$ cat config.mk
export PLATFORM = sky130hd
export DESIGN_NAME = uart_tx_arbiter
export DESIGN_NICKNAME = d
export VERILOG_FILES = /design/src/rtl/uart_tx_arbiter.sv
export SDC_FILE = /design/constraint.sdc
export NUM_CORES = 1
export LEC_CHECK = 0
export CORE_UTILIZATION = 40
export DETAILED_ROUTE_END_ITERATION = 10
export PLACE_DENSITY = 0.76
export SKIP_CTS_REPAIR_TIMING = 1
export SLEW_MARGIN = 20
export SYNTH_ARGS = -nofsm -noshare
export SYNTH_HDL_FRONTEND = slang
export SYNTH_SLANG_ARGS = --single-unit
$ cat constraint.sdc
create_clock -name clk_uart -period 1.8 [get_ports clk_uart]
set_input_delay 0.27 -clock clk_uart [delete_from_list [all_inputs] [get_ports clk_uart]]
set_output_delay 0.27 -clock clk_uart [all_outputs]
set_load 0.02 [all_outputs]
$ cat src/rtl/uart_tx_arbiter.sv
// uart_tx_arbiter: round-robin sharing of one UART transmitter among byte requesters
module uart_tx_arbiter #(
  parameter int NUM_REQ  = 4,
  parameter int START_TO = 64,
  parameter int GAP_CYC  = 16
) (
  input  logic                 clk_uart,
  input  logic                 clrn,
  input  logic [NUM_REQ-1:0]   req,
  input  logic [8*NUM_REQ-1:0] req_data,
  output logic [NUM_REQ-1:0]   ack,
  output logic [7:0]           d_in,
  output logic                 tx_send,
  input  logic                 sending,
  output logic                 busy,
  output logic [2:0]           grant_id,
  output logic                 tx_err
);
  localparam int TMAX = (START_TO > GAP_CYC) ? START_TO : GAP_CYC;
  localparam int TW = $clog2(TMAX + 1);
  localparam logic [TW-1:0] START_LAST = TW'(START_TO - 1);
  localparam logic [TW-1:0] GAP_LAST = TW'((GAP_CYC > 0) ? GAP_CYC - 1 : 0);
  typedef enum logic [2:0] {IDLE, LOAD, START, WAIT_S, WAIT_D, GAP} state_t;
  state_t state_q, state_d;
  logic [TW-1:0] timer_q, timer_d;
  logic [2:0] rr_q, rr_d, grant_q, grant_d, win;
  logic [7:0] d_in_q, d_in_d;
  logic found;
  logic [7:0] req_x;
  logic [63:0] data_x;
  assign req_x = 8'(req);
  assign data_x = 64'(req_data);
  assign busy = state_q != IDLE;
  assign tx_send = state_q == START;
  assign ack = (state_q == LOAD) ? ({{(NUM_REQ-1){1'b0}}, 1'b1} << grant_q) : '0;
  assign d_in = d_in_q;
  assign grant_id = grant_q;
  // pick the first asserted request at or after the round-robin pointer
  always_comb begin
    found = 1'b0;
    win = rr_q;
    for (int k = 0; k < NUM_REQ; k++) begin
      if (!found && req_x[3'((int'(rr_q) + k) % NUM_REQ)]) begin
        found = 1'b1;
        win = 3'((int'(rr_q) + k) % NUM_REQ);
      end
    end
  end
  // next state, shared timer and values latched at grant time
  always_comb begin
    state_d = state_q;
    timer_d = timer_q;
    rr_d = rr_q;
    grant_d = grant_q;
    d_in_d = d_in_q;
    tx_err = 1'b0;
    case (state_q)
      IDLE: begin
        if (!sending && found) begin
          state_d = LOAD;
          grant_d = win;
          d_in_d = data_x[{win, 3'b000} +: 8];
          rr_d = (int'(win) == NUM_REQ - 1) ? 3'd0 : win + 3'd1;
        end
      end
      LOAD: state_d = START;
      START: begin
        state_d = WAIT_S;
        timer_d = '0;
      end
      WAIT_S: begin
        if (sending) begin
          state_d = WAIT_D;
        end else if (timer_q == START_LAST) begin
          tx_err = 1'b1;
          timer_d = '0;
          state_d = (GAP_CYC > 0) ? GAP : IDLE;
        end else begin
          timer_d = timer_q + TW'(1);
        end
      end
      WAIT_D: begin
        if (!sending) begin
          timer_d = '0;
          state_d = (GAP_CYC > 0) ? GAP : IDLE;
        end
      end
      GAP: begin
        if (timer_q == GAP_LAST) state_d = IDLE;
        else timer_d = timer_q + TW'(1);
      end
      default: state_d = IDLE;
    endcase
  end
  // state and data registers; reset aborts any frame in progress
  always_ff @(posedge clk_uart or posedge clrn) begin
    if (clrn) begin
      state_q <= IDLE;
      timer_q <= '0;
      rr_q <= '0;
      grant_q <= '0;
      d_in_q <= '0;
    end else begin
      state_q <= state_d;
      timer_q <= timer_d;
      rr_q <= rr_d;
      grant_q <= grant_d;
      d_in_q <= d_in_d;
    end
  end
endmodule

Word-level counts from Yosys, hierarchy flattened
Index checks and enable logic that the tools add are counted.
{"block": "classes", "n_addsub": 5, "order_cmp": 4, "n_eq_ne": 14, "shifts": 2, "muxes": 35, "n_bitwise": 3, "n_reduce_logical": 17}
{"op": "$shiftx A64 B7 Y8", "n": 1}
{"op": "$mux W3", "n": 10}
{"op": "$mux W7", "n": 4}
{"op": "$pmux W7 S4", "n": 1}
{"op": "$pmux W3 S6", "n": 1}
{"op": "$lt A3 B5 Y1 const B", "n": 3}
{"op": "$mux W1", "n": 14}
{"op": "$ne A2 B2 Y1 const B", "n": 5}
{"op": "$bmux W1 S3", "n": 3}
{"op": "$eq A3 B3 Y1 const B", "n": 3}
{"op": "$reduce_and A4 Y1", "n": 2}
{"op": "$add A7 B1 Y7 const B", "n": 1}
{"op": "$eq A7 B4 Y1 const B", "n": 1}
{"op": "$eq A7 B6 Y1 const B", "n": 1}
{"op": "$eq A3 B2 Y1 const B", "n": 2}
{"op": "$reduce_or A2 Y1", "n": 3}
{"op": "$add A2 B2 Y2 const B", "n": 2}
{"op": "$logic_and A1 B1 Y1", "n": 4}
{"op": "$logic_not A1 Y1", "n": 4}
{"op": "$lt A2 B4 Y1 const B", "n": 1}
{"op": "$mux W4", "n": 1}
{"op": "$reduce_bool A4 Y1", "n": 1}
{"op": "$shl A1 B3 Y4 const A", "n": 1}
{"op": "$add A3 B1 Y3 const B", "n": 1}
{"op": "other kinds (8)", "n": 10}
{"block": "word_totals", "reg_bits": 24, "word_cells": 85}

Logic depth before layout (Yosys ltp)
Gate-level depths: netlist (run 1).
{"block": "logic_depth", "word_depth": 17, "mapped_depth": 8}

Worst setup path after synthesis (run 1)
Ideal clock, no wire load.
{"block": "synth_timing", "path_kind": "register to output", "startpoint": "reg timer_q[0]", "endpoint": "out tx_err", "t_arrival_ps": 1905, "required_ps": 1530, "slack_ps": -375, "stages_incl_launch_ff": 5, "path_cell_list": "dfrtp_1 -> ha_1 -> nand3_1 -> or3_2 -> nor4_1"}
{"block": "synth_between", "elab_chain_cells": 4}
{"item": "start: declaration", "line": "25", "source": "logic [TW-1:0] timer_q, timer_d;"}
{"item": "start signal: assignment", "line": "105", "source": "timer_q <= timer_d;"}
{"item": "$eq A7 B6 Y1", "line": "74", "source": "end else if (timer_q == START_LAST) begin"}
{"item": "$mux W1", "line": "74"}
{"item": "$mux W1", "line": "72", "source": "if (sending) begin"}
{"item": "$mux W1", "line": "57", "source": "case (state_q)"}
{"item": "end: declaration", "line": "17", "source": "output logic tx_err"}
Every way passes these cells.

Worst setup path in the final report (run 1)
{"block": "layout_timing", "startpoint": "reg timer_q[6]", "endpoint": "reg timer_q[2]"}
{"block": "layout_between", "elab_chain_cells": 4, "word_cells_on_any_way": 7, "cone_classes": "3 x eq/ne; 3 x mux; 1 x reduce/logical"}
{"item": "$eq A7 B6 Y1", "line": "74"}
{"item": "$mux W7", "line": "74"}
{"item": "$mux W7", "line": "72"}
{"item": "$pmux W7 S4", "line": "57"}
Several ways; a longest one is shown, not always the timed one. The select of a mux whose other input is x is not followed.
A chain may end at the register's enable or synchronous reset.

==> impl_metrics.json, run 1 <==
{
  "power_density_nw_per_um2": 1260,
  "cp-end-kind": "flop",
  "fmax_mhz": 532,
  "globalRoute.totalOverflow": 0,
  "setup_viol": 5,
  "wl_um": 4600,
  "grt.total_usage_pct": 22.7,
  "rsz0062_at_grt": "yes",
  "status": "finished, violations left",
  "setup_tns_ns": -0.245,
  "grt_pass1_vias": 1671,
  "route.detailed.drc": 0,
  "htreeDepth": 1,
  "ys_seq_area_share_pct": 37.2,
  "ys.flop_type": "dfrtp_1",
  "fin_crit_sh_pct": 104,
  "syn_inst": 171,
  "maxCapViolCount": 0,
  "vias": 1693,
  "drv_slew": 0,
  "drt_iter0_markers": 65,
  "avgSynthCellArea_um2": 9.06,
  "setup.worst_path.start_class": "flop",
  "skew_ns": 0.00645,
  "io_buffer_count": 56,
  "min_period_ns": 1.88,
  "dr.pass1.iters": 4,
  "fin_ws_ns": -0.0793,
  "grt_pass1_wl_um": 7290,
  "syn-num-nets": 212,
  "globalplace.congestion": 0.854,
  "post_dp_cell_area_um2": 2410,
  "power.total_mw": 3.30,
  "cts_tree": "built",
  "diodes": 0,
  "grt_max_degree": 24,
  "hpwl_um": 3200,
  "tightest_slew_ns": 0.425,
  "numCtsBuffers": 3,
  "utilization_pct": 71.3,
  "dieWidth_um": 64.2,
  "crit-reg2reg-launch": "timer_q[6]",
  "die_area_um2": 4130,
  "area_delta_synth_final_pct": 69.8,
  "async_flop_share_pct": 100,
  "ios": 57,
  "start_util_pct": 42.0,
  "crit_start": "timer_q[6]",
  "synth_edf_count": 0,
  "pre_cts_slack_ns": -0.352,
  "ctsRootBufferMaster": "clkbuf_8",
  "ant_nets": 0,
  "final_cell_count_no_fill": 311,
  "clockBufferDepth": 2,
  "synth-seq-cells": 23,
  "ir_worst_vdd_uv": 898,
  "min_path_type": "in -> async",
  "critPathMaxFanout": 6,
  "relSlewSlack_pct": 71.3,
  "core-area_um2": 3690,
  "place_inst": 303,
  "die_h_um": 64.2,
  "syn_area_um2": 1550,
  "arrival_ns": 2.04,
  "insertion_delay_ns": 0.27,
  "ff2ff_setup_slack_ns": -0.08,
  "antenna_found_initial": 0,
  "yosysWarnings": 0,
  "crit_required_ns": 1.97,
  "nNetsFinal": 305,
  "worst-setup-path-type": "reg -> reg",
  "drive_gt1_share_pct": 28.5,
  "violations": "setup timing",
  "wire_per_inst_um": 14.8,
  "clk_pin_slew_ns": 0.09,
  "synth.distinct_cells": 45,
  "row_count": 22,
  "total_leakage_power_nw": 1.21,
  "cts.sink_count": 23,
  "avgViaCountPerCell": 5.44,
  "hold_slack_ns": 0.326,
  "final_cell_area_um2": 2630,
  "hold_viol_final": 0
}
## worst max-delay path, stage by stage, from the launching register on
cell and delay (ns):
dfrtp_1 0.41, buf_6 0.14, or4b_4 0.53, o211ai_4 0.21, buf_6 0.14, a21boi_2 0.05
xnor2_1 0.20, nor2_1 0.08
## worst paths after layout
path	to	depth (start not counted)
max	timer_q[2]	7
min	timer_q[0]	3
max reg2reg	timer_q[2]	7
min reg2reg	d_in[4]	2
max in group asynchronous	d_in[4]	3
min in group clk_uart	d_in[4]	2
## state kept, by name, indices dropped and copies added (netlist names)
register,count
d_in,8
grant_id,3
rr_q,2
state_q,3
timer_q,7
## synthesized netlist by cell type, drive strengths merged, types with 4 or more instances
master,n,share of area (%)
dfrtp,23,37
a211oi,18,8.7
nor2,17,4.1
nand2,14,3.4
inv,12,2.9
a31oi,8,3.2
mux2i,8,5.2
o21ai,8,3.1
buf,7,3.9
nor2b,5,2.0
a21oi,4,2.0
nor4,4,1.6
## per-layer routing
layer / wire length (µm) / global-route usage, % / vias to the layer above / part of all wire, %
met4: 93 / 11.4 / 0 / 2.0
met3: 213 / 4.11 / 10 / 4.6
li1: - / - / 820 / -
met1: 2050 / 28.0 / 798 / 45
met2: 2240 / 37.6 / 65 / 49
met5: 0 / 0 / - / 0
## kinds of logic after synthesis
group                    count (synthesis)  share of synthesized area (%)
XOR/XNOR                                 3                           1.70
AND/OR/NAND/NOR                         62                           21.2
buffers and inverters                   19                           6.78
adder cells (fa/ha/maj)                  2                           1.62
flip-flops                              23                           37.2
multiplexers                             8                           5.17
AO/OA/AOI/OAI                           54                           26.4
## layout by cell type (no fill, tap or decap), drive strengths merged, types with 4 or more instances in the layout
master / count
nand2: 14
dlymetal6s2s: 7
nor2b: 5
dfrtp: 23
a211oi: 18
buf: 40
a31oi: 8
o21ai: 8
clkbuf: 5
inv: 12
clkdlybuf4s50: 46
mux2i: 8
nor2: 17
a21oi: 5
nor4: 4
## cell type report
| cell class | count | area, µm² |
|---|---|---|
| clock buffer | 4 | 45.0 |
| fill | 271 | 1060 |
| inverter | 12 | 45.0 |
| multi-input combinational | 130 | 1010 |
| sequential | 23 | 576 |
| tap | 48 | 60.1 |
| timing repair buffer | 94 | 891 |
## report_power, final
group	total, mW	switching (mW)	internal [mW]
Sequential	0.864	0.155	0.710
Combinational	2.10	1.07	1.03
Clock	0.338	0.180	0.159
Total	3.30	1.40	1.90
(Power assumes the default switching activity.)
==> run 2: changes to the inputs <==
Settings changed: GPL_TIMING_DRIVEN from default to 0.
==> run 2 against run 1 <==
- the flow still finishes with violations (setup timing)
- clock skew down 0.0012 ns
- clock power down 3%
- power up 4.4%
- die area unchanged
- core utilization up 0.95 points
- critical endpoint is now tx_err
==> impl_metrics.json, run 2 (synthesized netlist as in run 1, its figures left out) <==
{
  "setup_viol": 11,
  "avgViaCountPerCell": 5.50,
  "die_h_um": 64.2,
  "cts.sink_count": 23,
  "layout_commonest_cell": "clkdlybuf4s50_1",
  "fmax_mhz": 532,
  "dr.pass1.iters": 4,
  "total_leakage_power_nw": 1.16,
  "route.detailed.drc": 0,
  "post_dp_cell_area_um2": 2180,
  "globalRoute.totalOverflow": 0,
  "clk_pin_slew_ns": 0.09,
  "globalplace.congestion": 0.785,
  "relSlewSlack_pct": 38.1,
  "wl_um": 4750,
  "vias": 1683,
  "grtUsageMet1_pct": 26.6,
  "cp.depth": 5,
  "insertion_delay_ns": 0.26,
  "top_usage_layer": "met2",
  "critPathMaxFanout": 3,
  "final_cell_mix": "clkdlybuf4s50_1, buf_4, dfrtp_1",
  "fin_ws_ns": -0.0804,
  "wire_per_inst_um": 15.5,
  "cts_tree": "built",
  "pre_cts_slack_ns": -0.572,
  "setup_tns_ns": -0.394,
  "power_density_nw_per_um2": 1290,
  "maxCapViolCount": 0,
  "worstPathCellList": "ha_2, nand3_4, or3_4, nor4_4, buf_4",
  "status": "finished, violations left",
  "grt_pass1_vias": 1372,
  "cp-end-kind": "output port",
  "grt_max_degree": 24,
  "clockBufferDepth": 2,
  "worst-setup-path-type": "reg -> out",
  "violations": "setup timing",
  "grt_pass1_wl_um": 6490,
  "nNetsFinal": 300,
  "largest_reg_flops": 8,
  "row_count": 22,
  "fin_crit_sh_pct": 104,
  "setup.worst_path.start_class": "flop",
  "htreeDepth": 1,
  "crit_required_ns": 1.53,
  "gr-usage-met2_pct": 32.7,
  "rsz0062_at_grt": "yes",
  "io_buffer_count": 56,
  "ctsRootBufferMaster": "clkbuf_8",
  "hpwl_um": 2850,
  "power.total_mw": 3.45,
  "drive_gt1_share_pct": 32.2,
  "min_period_ns": 1.88,
  "final_cell_area_um2": 2670,
  "start_util_pct": 42.0,
  "critPathTopFamily": "simple AND/OR/NAND/NOR gates",
  "path_buf_inv": 1,
  "numCtsBuffers": 3,
  "dieWidth_um": 64.2,
  "arrival_ns": 1.61,
  "ant_nets": 0,
  "crit_path_top_delay_cell": "dfrtp_1",
  "die_area_um2": 4130,
  "met3_usage_pct": 4.11,
  "ios": 57,
  "critPathMaxStageDelay_ns": 0.39,
  "r2r_cells": 6,
  "diodes": 0,
  "drv_slew": 0,
  "ir_worst_vdd_uv": 865,
  "drt_iter0_markers": 125,
  "min_path_type": "in -> async",
  "core-area_um2": 3690,
  "skew_ns": 0.00522,
  "hold_viol_final": 0,
  "area_delta_synth_final_pct": 72.1,
  "tightest_slew_ns": 0.927,
  "antenna_found_initial": 0,
  "grt.total_usage_pct": 19.8
}
==> run 2: layout make-up <==
type                    instances  area [µm²]
clock buffers                   4        45.0
repair buffers                 83         764
inverters                      12        48.8
multi-input cells             130        1100
plain buffers                   6        72.6
flip-flops and latches         23         578
fillers                       284        1020
well taps                      48        60.1
==> run 2: per-layer routing <==
layer,up-vias,wire length [µm]
met5,-,0
met1,811,2170
met2,56,2320
li1,812,-
met4,0,38
met3,4,215
==> run 2: worst reg2reg max path, stage by stage, from the launching register on <==
cell and delay, ns:
dfrtp_1 0.38, buf_6 0.13, or3_4 0.39, nor3_2 0.22, nand3_4 0.20, a211oi_1 0.35
a211oi_1 0.08
==> run 2: final timing paths <==
check / startpoint / end / slack, ns
max: timer_q[1] / tx_err / -0.08
min: clrn / d_in[7] / 0.50
max reg2reg: state_q[2] / d_in[2] / -0.06
min reg2reg: timer_q[1] / timer_q[1] / 0.55
max in group asynchronous: clrn / rr_q[1] / 0.67
min in group clk_uart: timer_q[1] / timer_q[1] / 0.55
==> run 2: power breakdown <==
| part | switching (mW) | total, mW | internal, mW | leakage (nW) |
|---|---|---|---|---|
| combinational | 1.13 | 2.24 | 1.11 | 0.861 |
| clock | 0.170 | 0.328 | 0.158 | 0.0228 |
| sequential | 0.171 | 0.882 | 0.711 | 0.281 |
==> run 2: metrics by stage <==
step                std cells  utilization [%]  hold WS (ns)
floorplan                 171                -         0.272
global placement          275             59.2         0.496
finish                    306             72.3         0.504
global route              306             72.3         0.592
detailed placement        275             59.2         0.502
CTS                       279             60.4         0.522
